$ cat src/rtl/programmable_priority_pkg.sv
// rtl/programmable_priority_pkg.sv - shared types and helpers for the programmable priority encoder/decoder pair
// Contents: FSM state enum, pointer/index width helper, wrapping next-pointer helper.
package programmable_priority_pkg;

  typedef enum logic {
    IDLE  = 1'b0,
    GRANT = 1'b1
  } state_e;

  // Index/pointer width for a given number of requesters; never below 1 bit.
  function automatic int unsigned ptr_width(input int unsigned width);
    return (width < 2) ? 1 : $clog2(width);
  endfunction

  // Round-robin successor of idx; wraps at width-1, not at the next power of two.
  function automatic int unsigned next_ptr(input int unsigned idx, input int unsigned width);
    return (idx == width - 1) ? 0 : idx + 1;
  endfunction

endpackage

$ cat src/rtl/priority_grant_decoder_if.sv
// rtl/priority_grant_decoder_if.sv - encoder/grantee to grant decoder bus
// Signals: enc_idx/enc_vld from the encoder, enc_pri back to it; dec_gnt/gnt_vld to the grantee,
// gnt_rdy/gnt_lock from it; dec_err pulse; gnt_tmo only with PRIORITY_GRANT_DECODER_TIMEOUT_EN.
// Modports: master = encoder/grantee side, slave = decoder side.
interface priority_grant_decoder_if #(
  parameter int unsigned WIDTH = 32,
  localparam int unsigned WIDTH_LOG = programmable_priority_pkg::ptr_width(WIDTH)
);

  logic [WIDTH_LOG-1:0] enc_idx;
  logic                 enc_vld;
  logic [WIDTH_LOG-1:0] enc_pri;
  logic [WIDTH-1:0]     dec_gnt;
  logic                 gnt_vld;
  logic                 gnt_rdy;
  logic                 gnt_lock;
  logic                 dec_err;
`ifdef PRIORITY_GRANT_DECODER_TIMEOUT_EN
  logic                 gnt_tmo;

  modport master (
    output enc_idx, enc_vld, gnt_rdy, gnt_lock,
    input  enc_pri, dec_gnt, gnt_vld, dec_err, gnt_tmo
  );

  modport slave (
    input  enc_idx, enc_vld, gnt_rdy, gnt_lock,
    output enc_pri, dec_gnt, gnt_vld, dec_err, gnt_tmo
  );
`else
  modport master (
    output enc_idx, enc_vld, gnt_rdy, gnt_lock,
    input  enc_pri, dec_gnt, gnt_vld, dec_err
  );

  modport slave (
    input  enc_idx, enc_vld, gnt_rdy, gnt_lock,
    output enc_pri, dec_gnt, gnt_vld, dec_err
  );
`endif

endinterface

$ cat src/rtl/onehot_decoder.sv
// rtl/onehot_decoder.sv - combinational index to one-hot decoder
// Ports: idx (index in), onehot (WIDTH lines out, all zero when idx >= WIDTH).
module onehot_decoder
  import programmable_priority_pkg::*;
#(
  parameter int unsigned WIDTH = 32,
  localparam int unsigned WIDTH_LOG = ptr_width(WIDTH)
) (
  input  logic [WIDTH_LOG-1:0] idx,
  output logic [WIDTH-1:0]     onehot
);

  always_comb begin
    onehot = '0;
    for (int unsigned i = 0; i < WIDTH; i++) begin
      onehot[i] = (32'(idx) == i);
    end
  end

endmodule

$ cat src/rtl/priority_grant_decoder.sv
// rtl/priority_grant_decoder.sv - registered one-hot grant with release handshake and rotating priority pointer
// Ports: clk, rst (sync, active-high), bus (priority_grant_decoder_if.slave).
// Option: PRIORITY_GRANT_DECODER_TIMEOUT_EN adds a GRANT cycle counter, forced release and bus.gnt_tmo.
module priority_grant_decoder
  import programmable_priority_pkg::*;
#(
  parameter int unsigned WIDTH   = 32,
  parameter int unsigned TIMEOUT = 16
) (
  input  logic                     clk,
  input  logic                     rst,
  priority_grant_decoder_if.slave  bus
);

  localparam int unsigned WIDTH_LOG = ptr_width(WIDTH);

  state_e               state_q, state_d;
  logic [WIDTH_LOG-1:0] idx_q, idx_d;
  logic [WIDTH_LOG-1:0] pri_q, pri_d;
  logic [WIDTH-1:0]     gnt_q, gnt_d;
  logic                 err_q, err_d;
  logic [WIDTH-1:0]     onehot;
  logic                 idx_ok;
  logic                 release_ok;

  onehot_decoder #(.WIDTH(WIDTH)) u_onehot (
    .idx    (bus.enc_idx),
    .onehot (onehot)
  );

  // An out-of-range index decodes to all zeros, so "any bit set" doubles as the range check.
  assign idx_ok = |onehot;

`ifdef PRIORITY_GRANT_DECODER_TIMEOUT_EN
  localparam int unsigned CNT_W = $clog2(TIMEOUT + 1);

  logic [CNT_W-1:0] cnt_q, cnt_d;
  logic             tmo;

  // Forced release only counts when the grantee would not have released anyway.
  assign tmo         = (state_q == GRANT) && (cnt_q == CNT_W'(TIMEOUT - 1)) &&
                       !(bus.gnt_rdy && !bus.gnt_lock);
  assign release_ok  = (bus.gnt_rdy && !bus.gnt_lock) || tmo;
  assign bus.gnt_tmo = tmo;
`else
  assign release_ok  = bus.gnt_rdy && !bus.gnt_lock;
`endif

  always_comb begin
    state_d = state_q;
    idx_d   = idx_q;
    pri_d   = pri_q;
    gnt_d   = gnt_q;
    err_d   = 1'b0;
`ifdef PRIORITY_GRANT_DECODER_TIMEOUT_EN
    cnt_d   = cnt_q;
`endif
    case (state_q)
      IDLE: begin
        if (bus.enc_vld) begin
          if (idx_ok) begin
            idx_d   = bus.enc_idx;
            gnt_d   = onehot;
            state_d = GRANT;
`ifdef PRIORITY_GRANT_DECODER_TIMEOUT_EN
            cnt_d   = '0;
`endif
          end else begin
            err_d = 1'b1;
          end
        end
      end
      GRANT: begin
        // enc_vld/enc_idx are deliberately ignored here; the grant stays stable.
        if (release_ok) begin
          state_d = IDLE;
          gnt_d   = '0;
          pri_d   = WIDTH_LOG'(next_ptr(32'(idx_q), WIDTH));
        end else begin
`ifdef PRIORITY_GRANT_DECODER_TIMEOUT_EN
          cnt_d = cnt_q + 1'b1;
`endif
        end
      end
      default: begin
        state_d = IDLE;
        gnt_d   = '0;
      end
    endcase
  end

  always_ff @(posedge clk) begin
    if (rst) begin
      state_q <= IDLE;
      idx_q   <= '0;
      pri_q   <= '0;
      gnt_q   <= '0;
      err_q   <= 1'b0;
`ifdef PRIORITY_GRANT_DECODER_TIMEOUT_EN
      cnt_q   <= '0;
`endif
    end else begin
      state_q <= state_d;
      idx_q   <= idx_d;
      pri_q   <= pri_d;
      gnt_q   <= gnt_d;
      err_q   <= err_d;
`ifdef PRIORITY_GRANT_DECODER_TIMEOUT_EN
      cnt_q   <= cnt_d;
`endif
    end
  end

  assign bus.enc_pri = pri_q;
  assign bus.dec_gnt = gnt_q;
  assign bus.gnt_vld = (state_q == GRANT);
  assign bus.dec_err = err_q;

  a_timeout_param: assert property (@(posedge clk) TIMEOUT >= 1);
  a_onehot0:       assert property (@(posedge clk) disable iff (rst) $onehot0(gnt_q));
  a_vld_gnt:       assert property (@(posedge clk) disable iff (rst) (state_q == GRANT) == (gnt_q != '0));
  a_vld_state:     assert property (@(posedge clk) disable iff (rst) bus.gnt_vld == (state_q == GRANT));

endmodule

$ cat src/flat_wrapper.sv
// flat-port wrapper written by rule: the top's interface ports become plain ports
module priority_grant_decoder_flat import programmable_priority_pkg::*;
#(
  parameter int unsigned WIDTH   = 32,
  parameter int unsigned TIMEOUT = 16
)
  (clk, rst, bus_enc_idx, bus_enc_vld, bus_gnt_rdy, bus_gnt_lock, bus_enc_pri, bus_dec_gnt, bus_gnt_vld, bus_dec_err);
  priority_grant_decoder_if #(.WIDTH(WIDTH)) bus_i ();
  input  logic clk;
  input  logic rst;
  input wire logic [$bits(bus_i.enc_idx)-1:0] bus_enc_idx;
  input wire logic [$bits(bus_i.enc_vld)-1:0] bus_enc_vld;
  input wire logic [$bits(bus_i.gnt_rdy)-1:0] bus_gnt_rdy;
  input wire logic [$bits(bus_i.gnt_lock)-1:0] bus_gnt_lock;
  output wire logic [$bits(bus_i.enc_pri)-1:0] bus_enc_pri;
  output wire logic [$bits(bus_i.dec_gnt)-1:0] bus_dec_gnt;
  output wire logic [$bits(bus_i.gnt_vld)-1:0] bus_gnt_vld;
  output wire logic [$bits(bus_i.dec_err)-1:0] bus_dec_err;
  assign bus_i.enc_idx = bus_enc_idx;
  assign bus_i.enc_vld = bus_enc_vld;
  assign bus_i.gnt_rdy = bus_gnt_rdy;
  assign bus_i.gnt_lock = bus_gnt_lock;
  assign bus_enc_pri = bus_i.enc_pri;
  assign bus_dec_gnt = bus_i.dec_gnt;
  assign bus_gnt_vld = bus_i.gnt_vld;
  assign bus_dec_err = bus_i.dec_err;
  priority_grant_decoder #(.WIDTH(WIDTH), .TIMEOUT(TIMEOUT)) u_core (.clk(clk), .rst(rst), .bus(bus_i));
endmodule
$ cat config.mk
export PLATFORM = sky130hd
export DESIGN_NAME = priority_grant_decoder_flat
export DESIGN_NICKNAME = d
export VERILOG_FILES = /design/src/rtl/programmable_priority_pkg.sv /design/src/rtl/priority_grant_decoder_if.sv /design/src/rtl/onehot_decoder.sv /design/src/rtl/priority_grant_decoder.sv /design/src/flat_wrapper.sv
export SDC_FILE = /design/constraint.sdc
export NUM_CORES = 1
export LEC_CHECK = 0
export CAP_MARGIN = 20
export CORE_ASPECT_RATIO = 0.8
export CORE_MARGIN = 2
export CORE_UTILIZATION = 27
export CTS_CLUSTER_SIZE = 12
export DETAILED_ROUTE_END_ITERATION = 8
export PLACE_DENSITY = 0.61
export SETUP_SLACK_MARGIN = 0.15
export SLEW_MARGIN = 20
export SYNTH_ARGS = -nofsm -noshare
export SYNTH_HDL_FRONTEND = slang
export SYNTH_SLANG_ARGS = --single-unit
$ cat constraint.sdc
create_clock -name clk -period 2.2 [get_ports clk]
set_input_delay 0.33 -clock clk [delete_from_list [all_inputs] [get_ports clk]]
set_output_delay 0.33 -clock clk [all_outputs]
set_load 0.01 [all_outputs]
# --- After elaboration in Yosys (flattened, before gate mapping) ---
# Index checks and enable logic that the tools add are counted.
classes:
  n_mux: 10
  n_addsub: 1
  n_eq_ne: 35
  n_reduce_logical: 8
  bitwise_logic: 2
ops:
  columns: ["op", "n"]
  rows:
  - ["2-to-1 mux 32 bit", 3]
  - ["equality test 5 bit (second input constant)", 17]
  - ["case mux 32 bit (2 select lines)", 1]
  - ["equality test 5 x 4 -> 1 bit (second input constant)", 8]
  - ["OR reduction 32 bit", 1]
  - ["equality test 5 x 3 -> 1 bit (second input constant)", 4]
  - ["equality test 5 x 2 -> 1 bit (second input constant)", 2]
  - ["AND reduction 3 bit", 2]
  - ["adder 5 x 1 -> 5 bit (second input constant)", 1]
  - ["equality test 5 x 1 -> 1 bit (second input constant)", 1]
  - ["zero test 5 bit", 1]
  - ["2-to-1 mux 5 bit", 1]
  - ["2-to-1 mux 1 bit", 4]
  - ["!= test 2 bit (second input constant)", 2]
  - ["OR reduction 3 bit", 1]
  - ["!= test 2 x 1 -> 1 bit (second input constant)", 1]
  - ["NOT 1 bit", 2]
  - ["case mux 1 bit (2 select lines)", 1]
  - ["AND reduction 2 bit", 1]
  - ["logical AND 1 bit", 1]
  - ["zero test 1 bit", 1]
word_totals:
  output_inout_bits: 39
  ff_bits: 44
  wordCells: 61
  input_bits: 10

# --- Logic depth before layout (Yosys ltp) ---
depth:
  depth_word: 5
  ltp_mapped: 5
  mapped_depth_nobuf: 5

# --- Modules after synthesis ---
# A second synthesis with hierarchy kept.
hier_totals:
  hier_cells: 253
  hier_area_um2: 2193.4
modules_own_cells:
  columns: ["mod", "seq_area_each_um2", "cells_each", "area_per_inst_um2", "instances"]
  rows:
  - ["priority_grant_decoder", 880.8, 206, 1971.9, 1]
  - ["onehot_decoder", 0.0, 47, 221.5, 1]

# --- Worst setup path after synthesis ---
# Ideal clock, no wire load.
synth_timing:
  path_type: "register to register"
  from: "reg u_core.idx_q[0]"
  to: "reg u_core.pri_q[2] (netlist: u_core.bus.enc_pri[2])"
  setup_time_ps: 70
  n_path_buf: 0
  path_stages_with_launch: 6
  path_slack_ps: 750
  t_arrival_ps: 1380
  t_required_ps: 2130
  period_less_slack_ps: 1450
  cell_sequence: "dfxtp_1 -> ha_1 -> and3_1 -> ha_1 -> or3_1 -> a21oi_1"
synth_between:
  elab_chain_len: 2
  word_cells_on_any_way: 3
  cone_classes: "1 x add/sub; 1 x eq/ne; 1 x mux"
synth_lines:
  columns: ["element", "line_no", "source"]
  rows:
  - ["start, declared", "priority_grant_decoder.sv:18", "logic [WIDTH_LOG-1:0] idx_q, idx_d;"]
  - ["start signal, assigned", "priority_grant_decoder.sv:104", "idx_q <= idx_d;"]
  - ["adder 5 x 1 -> 5 bit or equality test 5 bit (tied branches)", "programmable_priority_pkg.sv:17", "return (idx == width - 1) ? 0 : idx + 1;"]
  - ["2-to-1 mux 5 bit *", "programmable_priority_pkg.sv:17", null]
  - ["end signal, assigned", "priority_grant_decoder.sv:105", "pri_q <= pri_d;"]
  - ["end, declared", "priority_grant_decoder.sv:19", "logic [WIDTH_LOG-1:0] pri_q, pri_d;"]
# Mark *: on every way between the ends. The rest lies on a longest branch, timed or not.
# A chain may end at the register's enable or synchronous reset.

# --- Final worst setup path ---
layout_timing:
  from: "reg u_core.state_q (netlist: u_core.bus.gnt_vld)"
  to: "out bus_gnt_vld"
layout_lines:
  columns: ["element", "line_no", "source"]
  rows:
  - ["start, declared", "priority_grant_decoder.sv:17", "state_e state_q, state_d;"]
  - ["start signal, assigned", "priority_grant_decoder.sv:103", "state_q <= state_d;"]
  - ["end, declared", "flat_wrapper.sv:17", "output wire logic [$bits(bus_i.gnt_vld)-1:0] bus_gnt_vld;"]
# No word-level cell between the ends.

==> results_dict.tcl <==
set metrics [dict create \
    slew_headroom_pct 57.1 \
    status "complete, no violations" \
    die_x_um 95.6 \
    grt_pass1_vias 1571 \
    nets 269 \
    cts_tree "done" \
    rsz0062_at_grt "false" \
    yosys_warnings 0 \
    start_util_pct 28.1 \
    ctsResizeCount 0 \
    syn-instance-count 216 \
    hold_end "u_core.bus.enc_pri[4]" \
    drtIter0Drc 107 \
    skew_ns 0.00837 \
    finalSetupTns_ns 0 \
    hold_viol 0 \
    cts-buffers-inserted 5 \
    coreArea_um2 6440 \
    ant_nets 0 \
    grt_overflow 0 \
    dieArea_um2 7390 \
    worstMarginPinSlew_ns 0.643 \
    syn_area_per_cell_um2 8.39 \
    grt_pass1_wl_mm 7.72 \
    areaGrowthSynthToFinish_pct 34.9 \
    powerDensity_nw_per_um2 618 \
    place_hpwl_mm 3.26 \
    clock_tree.buffer_depth 2 \
    ir_drop_v 0.000375 \
    path_buf_inv 1 \
    hold_class "flop to flop" \
    synth_area_um2 1810 \
    rrSetupSlack_ns 0.66 \
    reg2reg_to "u_core.bus.enc_pri[2]" \
    synth_cell_type_count 24 \
    drt_wl_total_mm 4.62 \
    path_class "flop to primary output" \
    vias_per_cell 4.89 \
    path_clk_slew_ns 0.08 \
    n_antenna_cell 0 \
    h-tree-depth 2 \
    antenna_found_initial 0 \
    timing.rr.start "u_core.idx_q[0]" \
    ioPinCount 49 \
    num_rows 26 \
    grt_max_degree 38 \
    worst_skew_pair.late_latency_ns 0.29 \
    globalplace.congestion 0.732 \
    cp_slowest_stage_delay_ns 0.60 \
    cp_cell_sequence "clkdlybuf4s50_1" \
    grtUsageTotal_pct 13.0 \
    cp-end-kind "primary output" \
    cap_viol_max_count 0 \
    path_max_fanout 10 \
    synth_nets 228 \
    dieHeight_um 77.3 \
    setup_viol 0 \
    drive_above_1_share_pct 7.00 \
    cts_setup_buffers 0 \
    crit_family "buffers and inverters" \
    fmax_mhz 583 \
    cts_hold_buf 0 \
    min_path_cells 2 \
    critPathLaunchType "flop" \
    stdcell_count 341 \
    cp.arrival_ns 1.39 \
    placed_cells 334 \
    via_count 1669 \
    synth_seq_cells 44 \
    portBuffers 48 \
    ff2ff_path_depth 5 \
    cts_sinks 44 \
    slowest_stage "clkdlybuf4s50_1" \
    fillerInstances 688 \
    cp.required_ns 1.87 \
    fin_crit_sh_pct 78.0 \
    worst-path-stages 1 \
    worstHoldStart "u_core.bus.enc_pri[4]" \
    synth-seq-area-share_pct 48.6 \
    power.leakage_nw 0.800 \
    slew_viol_final 0 \
    drc 0 \
    fin_crit_ns 1.72 \
    drt-wirelength-per-cell_um 13.5 \
    dr.pass1.iters 4 \
    cts-root-buf "clkbuf_8" \
]
==> through the flow <==
stage	hold slack, ns	instance area (um^2)	power [mW]	util, %	setup WS, ns
after floorplan	0.441	1810	0.933	-	0.750
after global placement	0.452	2350	0.992	36.5	0.272
after detailed placement	0.452	2350	0.994	36.5	0.256
after CTS	0.469	2450	1.53	38.0	0.469
after global routing	0.483	2450	1.58	38.0	0.420
final	0.461	2450	1.51	38.0	0.483
==> registers in the layout, summed over array words and instances, names as in the netlist <==
register            flops
u_core.bus.dec_err      1
u_core.bus.dec_gnt     32
u_core.bus.enc_pri      5
u_core.bus.gnt_vld      1
u_core.idx_q            5
==> per-layer routing <==
layer	vias up	GRT usage (%)	routed length, um
li1	844	-	-
met1	780	17.9	2220
met2	43	20.0	2070
met3	2	3.54	309
met4	0	3.00	17
met5	-	0	0
==> worst max-delay path by stage <==
stage | slack, ns | endpoint | startpoint
CTS | 0.47 | bus_gnt_vld | u_core.bus.gnt_vld
detailed placement | 0.26 | u_core.bus.dec_gnt[25] | bus_enc_idx[0]
global route | 0.42 | bus_gnt_vld | u_core.bus.gnt_vld
finish | 0.48 | bus_gnt_vld | u_core.bus.gnt_vld
global placement | 0.27 | u_core.bus.dec_gnt[25] | bus_enc_idx[0]
floorplan | 0.75 | u_core.bus.enc_pri[2] | u_core.idx_q[0]
==> cells in the final DEF (no fill, tap or decap), drive strengths merged, types with 2 or more instances in the layout <==
cell,count
clkdlybuf4s50,48
ha,2
nor2,5
nand3b,3
clkbuf,7
and3b,2
dfxtp,44
or3,2
nand3,59
and2,2
o2111ai,6
a21oi,41
nor2b,6
buf,9
nand2,13
==> cells in the mapped netlist (all sizes together) <==
master / instances / share of area, %
nand3: 59 / 16
dfxtp: 44 / 49
a21oi: 41 / 11
buf: 17 / 5.2
nand2: 13 / 2.7
clkbuf: 6 / 1.2
nor2b: 6 / 2.1
o2111ai: 6 / 2.9
nor2: 5 / 1.0
nand3b: 3 / 1.2
and2: 2 / 0.69
and3b: 2 / 0.97
ha: 2 / 1.4
or3: 2 / 0.69
and3: 1 / 0.35
conb: 1 / 0.21
nand2b: 1 / 0.35
nor3: 1 / 0.28
nor3b: 1 / 0.69
o41ai: 1 / 0.90
xnor2: 1 / 0.48
xor2: 1 / 0.48
==> report_power, final <==
group / switching, mW / total, mW / leakage [nW] / internal [mW]
combinational: 0.0944 / 0.153 / 0.394 / 0.0588
clock: 0.259 / 0.539 / 0.0503 / 0.280
sequential: 0.0114 / 0.821 / 0.356 / 0.809
total: 0.365 / 1.51 / 0.800 / 1.15
==> kinds of logic after synthesis <==
family                     count (synthesis)  synth area share [%]
buffers and inverters                     23                  6.42
xor gates and xnor gates                   2                 0.966
AOI/OAI and AO/OA                         48                  15.1
adders and majority gates                  2                  1.38
other                                      1                 0.207
DFF                                       44                  48.6
and+or+nand+nor                           96                  27.3
==> worst min-delay path: stages (launching register included) <==
cell	delay [ns]
dfxtp_1	0.32
nand2_1	0.05
a21oi_1	0.05
==> area by class of cell <==
cell class	instances	area, um^2	area share (%)
multi-input cells	149	816	33.4
well taps	84	105	4.30
repair buffers	57	548	22.4
flip-flops and latches	44	881	36.0
clock buffers	7	96.3	3.94
Note: power is estimated with default switching activity, not from simulation.
